==> src/rtl/noc_vc_input_buffer.sv <==
// noc_vc_input_buffer
// Per-VC credit-based input buffer for a NoC router port. Flits are queued in
// one circular FIFO per virtual channel. One VC at a time is presented
// downstream (first-word fall-through), with wormhole locking on multi-flit
// packets and round-robin between packets. A pop returns a registered
// one-cycle credit pulse on the VC it came from.
module noc_vc_input_buffer #(
    parameter int NUM_VC            = 2,
    parameter int FLIT_WIDTH        = 64,
    parameter int DEST_WIDTH        = 6,
    parameter int FLIT_BUFFER_DEPTH = 4,
    parameter int VC_WIDTH          = (NUM_VC > 1) ? $clog2(NUM_VC) : 1,
    parameter int CNT_WIDTH         = $clog2(FLIT_BUFFER_DEPTH + 1)
) (
    input  logic                          clk_noc,
    input  logic                          rst_n,
    input  logic [FLIT_WIDTH-1:0]         data_in,
    input  logic [DEST_WIDTH-1:0]         dest_in,
    input  logic                          is_tail_in,
    input  logic                          send_in,
    input  logic [VC_WIDTH-1:0]           vc_in,
    output logic [NUM_VC-1:0]             credit_out,
    output logic [FLIT_WIDTH-1:0]         data_out,
    output logic [DEST_WIDTH-1:0]         dest_out,
    output logic                          is_tail_out,
    output logic [VC_WIDTH-1:0]           vc_out,
    output logic                          valid_out,
    input  logic                          ready_in,
    output logic [NUM_VC*CNT_WIDTH-1:0]   occupancy,
    output logic                          overflow_err
);

    localparam int PTR_WIDTH   = (FLIT_BUFFER_DEPTH > 1) ? $clog2(FLIT_BUFFER_DEPTH) : 1;
    localparam int ENTRY_WIDTH = FLIT_WIDTH + DEST_WIDTH + 1;
    localparam logic [CNT_WIDTH-1:0] FULL_CNT = CNT_WIDTH'(FLIT_BUFFER_DEPTH);
    localparam logic [PTR_WIDTH-1:0] LAST_PTR = PTR_WIDTH'(FLIT_BUFFER_DEPTH - 1);
    localparam logic [VC_WIDTH-1:0]  LAST_VC  = VC_WIDTH'(NUM_VC - 1);

    typedef enum logic [0:0] {
        ARB_IDLE   = 1'b0,
        ARB_LOCKED = 1'b1
    } arb_state_t;

    // Storage entry layout: {data, dest, is_tail}
    logic [ENTRY_WIDTH-1:0] mem_r    [NUM_VC][FLIT_BUFFER_DEPTH];
    logic [PTR_WIDTH-1:0]   wr_ptr_r [NUM_VC];
    logic [PTR_WIDTH-1:0]   rd_ptr_r [NUM_VC];
    logic [CNT_WIDTH-1:0]   cnt_r    [NUM_VC];

    arb_state_t             state_r;
    arb_state_t             state_nxt_s;
    logic [VC_WIDTH-1:0]    lock_vc_r;
    logic [VC_WIDTH-1:0]    lock_vc_nxt_s;
    logic [VC_WIDTH-1:0]    rr_ptr_r;
    logic [VC_WIDTH-1:0]    rr_ptr_nxt_s;
    logic [VC_WIDTH-1:0]    grant_vc_r;
    logic                   hold_r;

    logic [VC_WIDTH-1:0]    sel_vc_s;
    logic                   sel_valid_s;
    logic [ENTRY_WIDTH-1:0] head_s;
    logic                   pop_any_s;
    logic                   vc_in_ok_s;
    logic                   overflow_set_s;
    logic [NUM_VC-1:0]      nonempty_s;
    logic [NUM_VC-1:0]      full_s;
    logic [NUM_VC-1:0]      push_s;
    logic [NUM_VC-1:0]      pop_s;
    logic [NUM_VC-1:0]      credit_r;
    logic                   overflow_r;

    // Circular pointer advance that also wraps for non-power-of-two depths
    function automatic logic [PTR_WIDTH-1:0] next_ptr(input logic [PTR_WIDTH-1:0] ptr);
        logic [PTR_WIDTH-1:0] nxt;
        if (ptr == LAST_PTR) begin
            nxt = '0;
        end else begin
            nxt = ptr + PTR_WIDTH'(1);
        end
        return nxt;
    endfunction

    // Per-VC status flags and range check on the incoming VC index
    always_comb begin
        nonempty_s = '0;
        full_s     = '0;
        for (int v = 0; v < NUM_VC; v++) begin
            nonempty_s[v] = (cnt_r[v] != '0);
            full_s[v]     = (cnt_r[v] == FULL_CNT);
        end
        vc_in_ok_s = (32'(vc_in) < 32'(NUM_VC));
    end

    // Grant selection: locked VC, else held grant while stalled, else round-robin scan
    always_comb begin
        int  idx;
        logic found;
        idx         = 0;
        found       = 1'b0;
        sel_vc_s    = grant_vc_r;
        sel_valid_s = 1'b0;
        case (state_r)
            ARB_LOCKED: begin
                sel_vc_s    = lock_vc_r;
                sel_valid_s = nonempty_s[lock_vc_r];
            end
            ARB_IDLE: begin
                if (hold_r) begin
                    // Presented flit was not taken: keep the same VC on the output
                    sel_vc_s    = grant_vc_r;
                    sel_valid_s = nonempty_s[grant_vc_r];
                end else begin
                    for (int i = 1; i <= NUM_VC; i++) begin
                        idx = int'(rr_ptr_r) + i;
                        if (idx >= NUM_VC) begin
                            idx = idx - NUM_VC;
                        end else begin
                            idx = idx;
                        end
                        if (!found && nonempty_s[idx]) begin
                            found    = 1'b1;
                            sel_vc_s = VC_WIDTH'(idx);
                        end else begin
                            found    = found;
                        end
                    end
                    sel_valid_s = found;
                end
            end
            default: begin
                sel_vc_s    = grant_vc_r;
                sel_valid_s = 1'b0;
            end
        endcase
    end

    assign head_s    = mem_r[sel_vc_s][rd_ptr_r[sel_vc_s]];
    assign pop_any_s = sel_valid_s & ready_in;

    // Push/pop decode; a full VC still accepts a push when its head leaves this cycle
    always_comb begin
        pop_s  = '0;
        push_s = '0;
        for (int v = 0; v < NUM_VC; v++) begin
            pop_s[v]  = pop_any_s && (sel_vc_s == VC_WIDTH'(v));
            push_s[v] = send_in && vc_in_ok_s && (vc_in == VC_WIDTH'(v))
                        && (!full_s[v] || pop_s[v]);
        end
        overflow_set_s = send_in && (push_s == '0);
    end

    // Arbitration next state: non-tail pop locks, tail pop unlocks and moves rr_ptr
    always_comb begin
        state_nxt_s   = state_r;
        lock_vc_nxt_s = lock_vc_r;
        rr_ptr_nxt_s  = rr_ptr_r;
        if (pop_any_s) begin
            if (head_s[0]) begin
                state_nxt_s  = ARB_IDLE;
                rr_ptr_nxt_s = sel_vc_s;
            end else begin
                state_nxt_s   = ARB_LOCKED;
                lock_vc_nxt_s = sel_vc_s;
            end
        end else begin
            state_nxt_s   = state_r;
            lock_vc_nxt_s = lock_vc_r;
        end
    end

    // Arbitration state, grant memory and round-robin pointer (VC0 first after reset)
    always_ff @(posedge clk_noc or negedge rst_n) begin
        if (!rst_n) begin
            state_r    <= ARB_IDLE;
            lock_vc_r  <= '0;
            rr_ptr_r   <= LAST_VC;
            grant_vc_r <= '0;
            hold_r     <= 1'b0;
        end else begin
            state_r    <= state_nxt_s;
            lock_vc_r  <= lock_vc_nxt_s;
            rr_ptr_r   <= rr_ptr_nxt_s;
            grant_vc_r <= sel_vc_s;
            hold_r     <= sel_valid_s & ~ready_in;
        end
    end

    // FIFO pointers and occupancy counters per VC
    always_ff @(posedge clk_noc or negedge rst_n) begin
        if (!rst_n) begin
            for (int v = 0; v < NUM_VC; v++) begin
                wr_ptr_r[v] <= '0;
                rd_ptr_r[v] <= '0;
                cnt_r[v]    <= '0;
            end
        end else begin
            for (int v = 0; v < NUM_VC; v++) begin
                if (push_s[v]) begin
                    wr_ptr_r[v] <= next_ptr(wr_ptr_r[v]);
                end
                if (pop_s[v]) begin
                    rd_ptr_r[v] <= next_ptr(rd_ptr_r[v]);
                end
                if (push_s[v] && !pop_s[v]) begin
                    cnt_r[v] <= cnt_r[v] + CNT_WIDTH'(1);
                end else if (pop_s[v] && !push_s[v]) begin
                    cnt_r[v] <= cnt_r[v] - CNT_WIDTH'(1);
                end
            end
        end
    end

    // FIFO storage write; contents need no reset since empty FIFOs are never presented
    always_ff @(posedge clk_noc) begin
        for (int v = 0; v < NUM_VC; v++) begin
            if (push_s[v]) begin
                mem_r[v][wr_ptr_r[v]] <= {data_in, dest_in, is_tail_in};
            end
        end
    end

    // Registered credit pulses and sticky overflow flag
    always_ff @(posedge clk_noc or negedge rst_n) begin
        if (!rst_n) begin
            credit_r   <= '0;
            overflow_r <= 1'b0;
        end else begin
            credit_r   <= pop_s;
            overflow_r <= overflow_r | overflow_set_s;
        end
    end

    // Output presentation; payload fields read as zero whenever nothing is presented
    always_comb begin
        valid_out = sel_valid_s;
        if (sel_valid_s) begin
            {data_out, dest_out, is_tail_out} = head_s;
            vc_out = sel_vc_s;
        end else begin
            data_out    = '0;
            dest_out    = '0;
            is_tail_out = 1'b0;
            vc_out      = '0;
        end
        occupancy = '0;
        for (int v = 0; v < NUM_VC; v++) begin
            occupancy[v*CNT_WIDTH +: CNT_WIDTH] = cnt_r[v];
        end
    end

    assign credit_out   = credit_r;
    assign overflow_err = overflow_r;

endmodule
==> config.mk <==
export PLATFORM = sky130hd
export DESIGN_NAME = noc_vc_input_buffer
export DESIGN_NICKNAME = d
export VERILOG_FILES = /design/src/rtl/noc_vc_input_buffer.sv
export SDC_FILE = /design/constraint.sdc
export NUM_CORES = 1
export LEC_CHECK = 0
export CAP_MARGIN = 40
export CORE_MARGIN = 3
export CORE_UTILIZATION = 35
export DETAILED_ROUTE_END_ITERATION = 16
export HOLD_SLACK_MARGIN = 0.08
export MAX_ROUTING_LAYER = met4
export REMOVE_ABC_BUFFERS = 1
export SYNTH_ARGS = -nofsm -noshare
export SYNTH_HDL_FRONTEND = slang
export SYNTH_SLANG_ARGS = --single-unit
==> constraint.sdc <==
create_clock -name clk_noc -period 6.55 [get_ports clk_noc]
set_input_delay 1.31 -clock clk_noc [delete_from_list [all_inputs] [get_ports clk_noc]]
set_output_delay 1.31 -clock clk_noc [all_outputs]
set_load 0.005 [all_outputs]
==> parameters.txt, run 1 <==
Parameter                              Value

Synth
  Count of different cell masters after synthesis ... 44
  Share of synthesized registers carrying an async set or reset ... 3.729%
  Primary FF master, synth ... sky130_fd_sc_hd__edfxtp_1
  Post-synth EDFFs ... approximately 570
  Number of synthesized register bits ... slightly below 600
  Share of synthesized area occupied by flip-flops and latches ... ~80%
  Mean cell area of the mapped netlist ... 23.42 um2
  Synthesized instance count ... approximately 960
  Yosys synthesis warning count ... 0
  Mapped Area ... 22440 um2

Min path
  Worst hold stages ... 1
  Hold-critical path endpoint ... overflow_err
  Class of the tightest hold or removal check ... flop to flop
  Hold Crit Start ... overflow_err

CTS
  Sink Count ... 590
  Cts-stage hold buffer count ... 0
  Root buffer selected by CTS ... sky130_fd_sc_hd__clkbuf_16
  Latest clock arrival within the worst-skew pair ... approximately 610 ps
  Longest Clk Path Bufs ... 3
  TritonCTS clock tree ... yes
  Clock slew at the register clock pins of the worst setup and hold paths ... 60 ps
  Quantity of gates resized following cts ... 0
  Cts bufs inserted ... approximately 60
  H-Tree Depth ... 2
  Post-CTS setup buffers ... 0

Place
  Placed wire-length estimate ... 26880 um
  Port buffer count ... 157
  Gpl congestion ... approximately 0.73

GRT
  Vias in the first global route ... between 10000 and 15000
  Total congestion overflow after global routing ... 0
  Number of antenna violations at the first check in global routing ... 5
  Maximum number of pins on one net before global-route repair ... 74
  Total GRT Usage ... between 10% and 20%
  Global-route wire length before repair ... about 72000 um

Timing
  Hold Fails Final Rpt ... 0
  Final Max Slew Viols ... 0
  Worst relative slew slack ... 40.49%
  Fmax ... between 150 and 200 MHz
  Maximum clock skew at final layout ... 15.92 ps
  Final setup violating endpoints ... 0
  Final period util ... 90.45%
  Min Tclk post-route ... between 5000 and 6000 ps
  Least-Margin Pin Slew ... a little under 900 ps
  Post-route setup TNS ... 0 ps
  Unrepaired setup endpoints after global routing ... no

Final layout
  Number of nets at the end of the flow ... ~1200
  Area overhead of the layout relative to synthesis ... 20.74%
  Sequential standard cell area ... between 15000 and 20000 um2
  Post-layout util ... 42.87%
  Highest-count cells in the layout ignoring fill and taps ... sky130_fd_sc_hd__edfxtp_1, sky130_fd_sc_hd__clkdlybuf4s50_1, sky130_fd_sc_hd__mux4_2, sky130_fd_sc_hd__a22o_1, sky130_fd_sc_hd__clkbuf_16
  Filler cell count ... approximately 5400
  Most common cell after layout, fill and taps aside ... sky130_fd_sc_hd__edfxtp_1
  Multi-input gate area in the final layout ... 4629 um2
  Layout cell share with drive strength beyond 1 ... between 20 and 25%

Detailed routing
  WL met3 ... 2780 um
  Sum of routed wire segments on met1 ... between 20000 and 25000 um
  Top routing layer used ... met4
  Met2 wire length ... roughly 23000 um
  Total number of vias ... between 10000 and 15000
  Detailed Route Iter0 Violations ... about 660
  Router iterations before antenna repair ... 5
  Total detailed-routing wirelength ... 47560 um
  Final antenna-violating net count ... 0
  Vias per cell ... 5.060
  WL/cell ... approximately 23 um
  Detailed-route DRC error count ... 0

Floorplan
  Die Wd ... around 260 um
  Number of rows in the core area ... slightly above 90
  Number of I/O pins ... around 160
  Core area ... ~63000 um2
  Initial cell density of the core ... approximately 36%
  Vert. Die Dim ... between 200 and 300 um
  Area of the die ... around 67000 um2

Critical path
  Launching point of the worst reg2reg path ... occupancy[0]
  Critical Path Fanout Max ... 70
  Number of cells on the worst reg-to-reg path ... 7
  Category of the worst setup path capture point ... primary output
  Critical Path AT ... around 4600 ps
  Worst Setup Path Type ... flop to primary output
  Critical path launch point type ... flop
  R2r endpoint ... mem_r[1][148]
  Data required time at the worst endpoint ... around 5200 ps
  Flop2flop setup slack ... 2080 ps

Pwr
  Pwr per Cell Area ... between 500 and 600 nW/um2
  Peak supply drop ... a little over 0.0005 V
  Static Leakage ... ~0.0087 uW

Job
  Maximum Capacitance Violations ... 0

Status
  Run status ... completed
## flip-flops by register name, indices dropped and copies added, names as in the netlist
signal	count
credit_out	2
grant_vc_r	1
hold_r	1
lock_vc_r	1
mem_r	568
occupancy	6
overflow_err	1
rd_ptr_r	4
rr_ptr_r	1
state_r	1
wr_ptr_r	4
## power breakdown
part           total [uW]  internal [uW]  leakage (uW)  switching, uW
combinational        6600           3620       0.00239           2980
clock                3220           1850      0.000894           1370
sequential           4770           4610       0.00541            156
## cell usage after synthesis, drive strengths merged (5+ instances only)
cell	count	area, um2
inv	9	33.78
and2	9	56.30
clkbuf	23	86.33
dfrtp	21	525.5
mux4	140	3153
mux2	11	123.9
nor2	12	45.04
nand2	5	18.77
o21ai	5	25.02
mux2i	7	70.07
a22o	70	613.1
buf	26	133.9
edfxtp	568	17060
ha	12	150.1
## stage by stage
step | instances | hold slack (ps) | instance area [um2] | setup slack [ps] | total power, uW
final | 2052 | 471.5 | 27090 | 625.8 | 14580
after global routing | 2052 | 505.9 | 27090 | 401.7 | 15400
after CTS | 2047 | 485.2 | 27080 | 532.4 | 14920
after detailed placement | 1940 | 461.0 | 25230 | 1216 | 11650
after global placement | 1936 | 452.0 | 25140 | 1318 | 11590
after floorplan | 909 | 451.0 | 22220 | -4919 | 8573
## worst max path at each step
stage,startpoint,slack (ps),endpoint,cells after the start
floorplan,occupancy[0],-4920,data_out[0],6
global placement,occupancy[0],1320,data_out[25],8
detailed placement,occupancy[0],1220,data_out[28],8
CTS,occupancy[0],530,data_out[23],8
global route,occupancy[0],400,data_out[25],8
finish,occupancy[0],630,data_out[57],8
## layer usage
| metal | global-route usage [%] | vias to the layer above |
|---|---|---|
| met5 | - | - |
| met4 | 3.177 | 0 |
| met3 | 3.395 | 65 |
| met2 | 23.27 | 246 |
| met1 | 19.53 | 5566 |
| li1 | - | 4507 |
## critical path, stage by stage, from the launching register on
cell                              delay, ps
sky130_fd_sc_hd__dfrtp_1                470
sky130_fd_sc_hd__or3_1                  420
sky130_fd_sc_hd__a211o_1                330
sky130_fd_sc_hd__a31oi_2                740
sky130_fd_sc_hd__mux2i_4                430
sky130_fd_sc_hd__buf_12                 360
sky130_fd_sc_hd__mux4_2                 380
sky130_fd_sc_hd__a22o_1                 290
sky130_fd_sc_hd__clkdlybuf4s50_1        460
## cell families after synthesis
| group | count (synthesis) | share of synthesized area, % |
|---|---|---|
| and+or+nand+nor | 43 | 1.043 |
| DFF | 590 | 78.47 |
| AOI/OAI and AO/OA | 89 | 3.362 |
| adders and majority gates | 14 | 0.8475 |
| buffers and inverters | 58 | 1.132 |
| xor gates and xnor gates | 6 | 0.2342 |
| muxes | 158 | 14.91 |
## area by class of cell
type | instances | area share [%]
sequential | 590 | 64.99
clock inverter | 27 | 0.8682
clock buffer | 80 | 5.976
multi-input combinational | 310 | 17.09
antenna | 5 | 0.04618
inverter | 9 | 0.1247
tap | 846 | 3.907
timing repair buffer | 185 | 7.001
(Power assumes the default switching activity.)
==> run 2: changes to the inputs <==
Settings changed: CTS_BUF_LIST from default to sky130_fd_sc_hd__clkbuf_8.
==> run 2 against run 1 <==
Net effect: clock power down 9.9%; final cell count up 3.2%; sequential power about the same; first-iteration DRC count up 8.7%; clock-buffer cell count up 15; core utilization down 0.18 points; non-clock buffer count unchanged; register-to-register slack worse by 30 ps; largest power group unchanged.
==> parameters.txt, run 2 (synthesis gave the netlist of run 1 again) <==
Parameter                              Value

Detailed routing
  WL/cell ... 22.75 um (was 23.18 um)
  Vias per cell ... 5.020 (was 5.060)
  Detailed-route DRC error count ... 0 (unchanged)
  Detailed Route Iter0 Violations ... 713 (was 656)
  Total number of vias ... 10628 (was 10384)
  Total detailed-routing wirelength ... 48160 um (was 47560 um)
  Final antenna-violating net count ... 0 (unchanged)
  Router iterations before antenna repair ... 7 (was 5)

Critical path
  Critical Path AT ... 4670 ps (was 4610 ps)
  Data required time at the worst endpoint ... 5240 ps (about the same)
  Worst setup startpoint ... occupancy[0] (unchanged)
  Worst Setup Path Type ... flop to primary output (unchanged)
  Critical path launch point type ... flop (unchanged)
  Cell breakdown of the critical path ... or3_1 -> a211o_1 -> a31oi_2 -> mux2i_4 -> buf_12 -> mux4_2 -> a22o_1 -> clkdlybuf4s50_1 (unchanged)
  Launching point of the worst reg2reg path ... occupancy[0] (unchanged)
  CP max stage delay ... 740 ps (about the same)
  Category of the worst setup path capture point ... primary output (unchanged)
  Number of buffer and inverter instances along the worst setup path ... 2 (unchanged)
  Crit-path slowest cell ... sky130_fd_sc_hd__a31oi_2 (unchanged)
  Cell type group with the largest total delay on the critical path ... compound AO/OA/AOI/OAI gates (unchanged)
  Critical Path Fanout Max ... 73 (was 70)
  Flop2flop setup slack ... 2050 ps (was 2080 ps)

Place
  Port buffer count ... 157 (unchanged)
  Pre-CTS setup slack ... 1216 ps (unchanged)
  Gpl congestion ... 0.7291 (unchanged)
  Placed wire-length estimate ... 26880 um (unchanged)
  Instance area after placement ... 25230 um2 (unchanged)

CTS
  Longest Clk Path Bufs ... 3 (unchanged)
  Latest clock arrival within the worst-skew pair ... 690 ps (was 610 ps)
  TritonCTS clock tree ... yes (unchanged)
  Post-CTS setup buffers ... 0 (unchanged)
  H-Tree Depth ... 3 (was 2)
  Root buffer selected by CTS ... sky130_fd_sc_hd__clkbuf_8 (was sky130_fd_sc_hd__clkbuf_16)
  Cts bufs inserted ... 95 (was 61)
  Quantity of gates resized following cts ... 0 (unchanged)
  Clock slew at the register clock pins of the worst setup and hold paths ... 60 ps (about the same)
  Cts-stage hold buffer count ... 0 (unchanged)
  Sink Count ... 590 (unchanged)

Final layout
  Number of nets at the end of the flow ... 1281 (was 1247)
  Layout cell share with drive strength beyond 1 ... 24.55% (was 22.40%)
  Highest-count cells in the layout ignoring fill and taps ... sky130_fd_sc_hd__edfxtp_1, sky130_fd_sc_hd__clkdlybuf4s50_1, sky130_fd_sc_hd__mux4_2, sky130_fd_sc_hd__clkbuf_8, sky130_fd_sc_hd__a22o_1 (was sky130_fd_sc_hd__edfxtp_1, sky130_fd_sc_hd__clkdlybuf4s50_1, sky130_fd_sc_hd__mux4_2, sky130_fd_sc_hd__a22o_1, sky130_fd_sc_hd__clkbuf_16)
  Area overhead of the layout relative to synthesis ... 20.24% (was 20.74%)
  Flip-flop count of the largest register, all copies and words added ... 568 (unchanged)
  Layout Cell Area excl Fill ... 26980 um2 (was 27090 um2)
  Filler cell count ... 5442 (was 5387)
  Most common cell after layout, fill and taps aside ... sky130_fd_sc_hd__edfxtp_1 (unchanged)
  Post-layout util ... 42.70% (was 42.87%)

GRT
  Total congestion overflow after global routing ... 0 (unchanged)
  Number of antenna violations at the first check in global routing ... 4 (was 5)
  Vias in the first global route ... 11516 (was 11183)
  Maximum number of pins on one net before global-route repair ... 74 (unchanged)
  Global-route wire length before repair ... 72650 um (was 71620 um)
  Total GRT Usage ... 15.03% (was 14.68%)

Floorplan
  Core area ... 63200 um2 (unchanged)
  Vert. Die Dim ... 259.2 um (unchanged)
  Number of I/O pins ... 158 (unchanged)
  Initial cell density of the core ... 35.51% (unchanged)
  Area of the die ... 67190 um2 (unchanged)
  Die Wd ... 259.2 um (unchanged)
  Number of rows in the core area ... 92 (unchanged)

Timing
  Worst relative slew slack ... 41.11% (was 40.49%)
  Maximum clock skew at final layout ... 33.24 ps (was 15.92 ps)
  Hold Fails Final Rpt ... 0 (unchanged)
  Final setup violating endpoints ... 0 (unchanged)
  Unrepaired setup endpoints after global routing ... no (unchanged)
  Min Tclk post-route ... 5978 ps (was 5924 ps)
  Fmax ... 167.3 MHz (was 168.8 MHz)
  Final WS setup ... 571.9 ps (was 625.8 ps)
  Post-route setup TNS ... 0 ps (unchanged)
  Final Max Slew Viols ... 0 (unchanged)
  Final period util ... 91.27% (was 90.45%)
  Least-Margin Pin Slew ... 880.5 ps (was 889.9 ps)

Pwr
  Switching power of the nets ... 4553 uW (was 4504 uW)
  Peak supply drop ... 0.0005139 V (was 0.0005110 V)
  Internal power ... 9720 uW (was 10080 uW)
  Pwr per Cell Area ... 529.0 nW/um2 (was 538.2 nW/um2)
  Sequential Power Share ... 33.4% (was 32.7%)
  Static Leakage ... 0.008828 uW (was 0.008695 uW)
  Relative contribution of combinational cells to total power ... 46.3% (was 45.2%)
  Design Power ... 14270 uW (was 14580 uW)
  Clk network pwr share ... 20.3% (was 22.1%)
  Switching part of the total power ... 31.90% (was 30.89%)

Min path
  Hold Crit Start ... overflow_err (unchanged)
  Class of the tightest hold or removal check ... flop to flop (unchanged)

Status
  Run status ... completed (unchanged)

Job
  Maximum Capacitance Violations ... 0 (unchanged)
run 2: cell types whose count changed in the layout (fill, tap and decap cells not counted), moves of 6 or more:
cell	delta
sky130_fd_sc_hd__clkbuf_8	+95
sky130_fd_sc_hd__clkbuf_16	-62
sky130_fd_sc_hd__inv_1	+36
sky130_fd_sc_hd__clkbuf_1	-18
sky130_fd_sc_hd__clkinv_2	+7
sky130_fd_sc_hd__clkinv_1	+6
run 2: worst paths after layout:
| check | endpoint | cells past startpoint |
|---|---|---|
| max | data_out[28] | 8 |
| max in group asynchronous | wr_ptr_r[1] | 2 |
| max reg2reg | mem_r[1][189] | 7 |
| min | overflow_err | 1 |
| min in group asynchronous | rd_ptr_r[2] | 1 |
| min reg2reg | overflow_err | 1 |
run 2: cell type report:
cell class / instances / area (um2) / share of cell area (%)
diodes: 4 / 10.01 / 0.03710
clock buffers: 95 / 1308 / 4.846
clock inverters: 78 / 437.9 / 1.623
inverters: 9 / 33.78 / 0.1252
multi-input cells: 310 / 4629 / 17.16
flip-flops and latches: 590 / 17610 / 65.26
well taps: 846 / 1059 / 3.923
repair buffers: 185 / 1897 / 7.030
run 2: worst register-to-register path: stages, from the launching register on:
cell and delay, ps:
sky130_fd_sc_hd__dfrtp_1 470, sky130_fd_sc_hd__or3_1 430, sky130_fd_sc_hd__a211o_1 330, sky130_fd_sc_hd__a31oi_2 740, sky130_fd_sc_hd__nand3_2 350, sky130_fd_sc_hd__a31oi_1 640
sky130_fd_sc_hd__and2_4 650, sky130_fd_sc_hd__buf_4 520
run 2: metrics by stage:
step | cells | hold WS [ps]
after floorplan | 909 | 451.0
after global placement | 1936 | 452.0
after detailed placement | 1940 | 461.0
after CTS | 2113 | 482.8
after global routing | 2117 | 504.6
final | 2117 | 468.8
run 2: power groups by stage:
stage	Clock (uW)	Sequential (uW)	Combinational, uW
after CTS	3010	4770	6820
after global placement	0	4830	6760
after detailed placement	0	4850	6810
after global routing	3190	4810	7140
final	2900	4770	6600
after floorplan	0	4820	3750
run 2: per-layer routing:
layer	track usage, %	up-vias	share of wire, %	wire length, um
met5	-	-	0	0
met2	23.44	259	49	23540
met4	4.407	0	1.7	809
met3	3.756	64	5.7	2747
li1	-	4595	-	-
met1	19.68	5710	44	21060
==> run 3: changes to the inputs <==
Settings changed: PLACE_DENSITY_LB_ADDON from default to 0.08.
==> run 3 against run 2 <==
Net effect: cell area increased by 0.35%; setup slack better by 360 ps; register-to-register slack better by 500 ps; critical path depth rose by 1; total power increased by 1.8%; hold slack got worse by 7.9 ps; clock-buffer cell count grew 8; sequential share of layout area decreased by 0.23 points; clock power is essentially flat; first-iteration DRC count is 15% lower; die area did not move; largest power group unchanged; highest routed layer unchanged.
==> parameters.txt, run 3 (synthesis gave the netlist of run 1 again) <==
Parameter                              Value

Critical path
  Number of buffer and inverter instances along the worst setup path ... 3 (was 2)
  Critical Path Fanout Max ... 71 (was 73)
  Worst Setup Path Type ... flop to primary output (unchanged)
  Data required time at the worst endpoint ... 5240 ps (about the same)
  Cell type group with the largest total delay on the critical path ... buffers and inverters (was compound AO/OA/AOI/OAI gates)
  CP max stage delay ... 530 ps (was 740 ps)
  Critical Path AT ... 4310 ps (was 4670 ps)
  Number of cells on the worst reg-to-reg path ... 8 (was 7)
  Category of the worst setup path capture point ... primary output (unchanged)
  Crit-path slowest cell ... sky130_fd_sc_hd__clkdlybuf4s50_1 (was sky130_fd_sc_hd__a31oi_2)
  Critical path launch point type ... flop (unchanged)
  Cell breakdown of the critical path ... or3_1 -> a211o_1 -> a31oi_2 -> buf_4 -> mux2i_4 -> buf_12 -> mux4_2 -> a22o_1 -> clkdlybuf4s50_1 (was or3_1 -> a211o_1 -> a31oi_2 -> mux2i_4 -> buf_12 -> mux4_2 -> a22o_1 -> clkdlybuf4s50_1)
  Number of logic stages on the critical path including buffering ... 9 (was 8)

Timing
  Maximum clock skew at final layout ... 15.83 ps (was 33.24 ps)
  Final WS setup ... 929.6 ps (was 571.9 ps)
  Fmax ... 177.9 MHz (was 167.3 MHz)
  Worst relative slew slack ... 44.74% (was 41.11%)
  Least-Margin Pin Slew ... 828.9 ps (was 880.5 ps)
  Final Max Slew Viols ... 0 (unchanged)
  Final setup violating endpoints ... 0 (unchanged)
  Unrepaired setup endpoints after global routing ... no (unchanged)
  Hold Fails Final Rpt ... 0 (unchanged)
  Min Tclk post-route ... 5620 ps (was 5978 ps)
  Post-route setup TNS ... 0 ps (unchanged)
  Final period util ... 85.81% (was 91.27%)

Final layout
  Post-layout util ... 42.85% (was 42.70%)
  Number of nets at the end of the flow ... 1287 (was 1281)
  Flip-flop count of the largest register, all copies and words added ... 568 (unchanged)
  Highest-count cells in the layout ignoring fill and taps ... sky130_fd_sc_hd__edfxtp_1, sky130_fd_sc_hd__clkdlybuf4s50_1, sky130_fd_sc_hd__mux4_2, sky130_fd_sc_hd__clkbuf_8, sky130_fd_sc_hd__a22o_1 (unchanged)
  Filler cell count ... 5522 (was 5442)
  Most common cell after layout, fill and taps aside ... sky130_fd_sc_hd__edfxtp_1 (unchanged)
  Area overhead of the layout relative to synthesis ... 20.66% (was 20.24%)
  Layout cell share with drive strength beyond 1 ... 24.67% (was 24.55%)

CTS
  Clock slew at the register clock pins of the worst setup and hold paths ... 60 ps (about the same)
  H-Tree Depth ... 3 (unchanged)
  Quantity of gates resized following cts ... 0 (unchanged)
  Root buffer selected by CTS ... sky130_fd_sc_hd__clkbuf_8 (unchanged)
  Post-CTS setup buffers ... 0 (unchanged)
  Cts-stage hold buffer count ... 0 (unchanged)
  TritonCTS clock tree ... yes (unchanged)
  Latest clock arrival within the worst-skew pair ... 670 ps (was 690 ps)
  Cts bufs inserted ... 101 (was 95)
  Longest Clk Path Bufs ... 3 (unchanged)
  Sink Count ... 590 (unchanged)

Job
  Maximum Capacitance Violations ... 0 (unchanged)

GRT
  Total congestion overflow after global routing ... 0 (unchanged)
  Vias in the first global route ... 11799 (was 11516)
  Number of antenna violations at the first check in global routing ... 4 (unchanged)
  Global-route wire length before repair ... 78050 um (was 72650 um)
  Maximum number of pins on one net before global-route repair ... 72 (was 74)
  Total GRT Usage ... 16.36% (was 15.03%)

Detailed routing
  Detailed Route Iter0 Violations ... 606 (was 713)
  Final antenna-violating net count ... 0 (unchanged)
  WL/cell ... 24.54 um (was 22.75 um)
  Total detailed-routing wirelength ... 52130 um (was 48160 um)
  Vias per cell ... 4.992 (was 5.020)
  Router iterations before antenna repair ... 4 (was 7)
  Detailed-route DRC error count ... 0 (unchanged)
  Total number of vias ... 10603 (was 10628)

Pwr
  Static Leakage ... 0.008849 uW (was 0.008828 uW)
  Relative contribution of combinational cells to total power ... 47.2% (was 46.3%)
  Switching power of the nets ... 4709 uW (was 4553 uW)
  Peak supply drop ... 0.0003906 V (was 0.0005139 V)
  Pwr per Cell Area ... 536.4 nW/um2 (was 529.0 nW/um2)
  Internal power ... 9816 uW (was 9720 uW)
  Design Power ... 14530 uW (was 14270 uW)
  Clk network pwr share ... 20.0% (was 20.3%)
  Sequential Power Share ... 32.8% (was 33.4%)
  Switching part of the total power ... 32.42% (was 31.90%)

Floorplan
  Number of rows in the core area ... 92 (unchanged)
  Vert. Die Dim ... 259.2 um (unchanged)
  Initial cell density of the core ... 35.51% (unchanged)
  Number of I/O pins ... 158 (unchanged)
  Die Wd ... 259.2 um (unchanged)
  Area of the die ... 67190 um2 (unchanged)
  Core area ... 63200 um2 (unchanged)

Place
  Placed wire-length estimate ... 27960 um (was 26880 um)
  Port buffer count ... 157 (unchanged)
  Gpl congestion ... 0.7007 (was 0.7291)
  Pre-CTS setup slack ... 1599 ps (was 1216 ps)

Min path
  Class of the tightest hold or removal check ... flop to flop (unchanged)
  Worst hold stages ... 1 (unchanged)

Status
  Run status ... completed (unchanged)
run 3: cell types whose count changed in the layout (fill, tap and decap cells not counted), moves of 3 or more:
cell,change
sky130_fd_sc_hd__buf_4,-7
sky130_fd_sc_hd__bufinv_16,-3
sky130_fd_sc_hd__clkbuf_8,+8
sky130_fd_sc_hd__buf_12,+7
sky130_fd_sc_hd__clkinv_1,+4
run 3: routing by layer:
layer | vias to the layer above | global-route usage (%) | part of all wire [%]
met5 | - | - | 0
met4 | 0 | 4.796 | 2.4
met3 | 100 | 3.561 | 4.8
met2 | 243 | 26.35 | 49
met1 | 5653 | 21.02 | 43
li1 | 4607 | - | -
run 3: through the flow:
step	cell area [um2]	hold slack, ps	std cells
6_report	27080	460.9	2124
5_1_grt	27070	476.1	2123
4_1_cts	27060	470.1	2119
3_5_place_dp	25330	455.7	1940
3_3_place_gp	25250	446.8	1937
2_1_floorplan	22220	451.0	909
run 3: final cells by class:
cell class	instances	area (um2)	share of cell area [%]
Multi-Input combinational cell	310	4629	17.10
Antenna cell	5	12.51	0.04621
Clock buffer	103	1418	5.235
Clock inverter	76	320.3	1.183
Timing Repair Buffer	185	1997	7.375
Tap cell	846	1059	3.909
Sequential cell	590	17610	65.03
Inverter	9	33.78	0.1248
run 3: power groups by stage:
stage,Clock [uW],Combinational (uW),Sequential (uW)
6_report,2900,6860,4770
5_1_grt,3200,7410,4810
3_5_place_dp,0,7100,4850
3_3_place_gp,0,7050,4840
2_1_floorplan,0,3750,4820
4_1_cts,3030,7120,4780
run 3: path summary, 6_finish.rpt:
check / startpoint / to / slack, ps
max in group asynchronous: rst_n / rr_ptr_r / 5260
hold / removal: overflow_err / overflow_err / 460
setup / recovery: occupancy[0] / data_out[27] / 930
setup reg to reg: occupancy[0] / mem_r[1][183] / 2550
hold reg to reg: overflow_err / overflow_err / 460
min in group asynchronous: rst_n / wr_ptr_r[2] / 1010
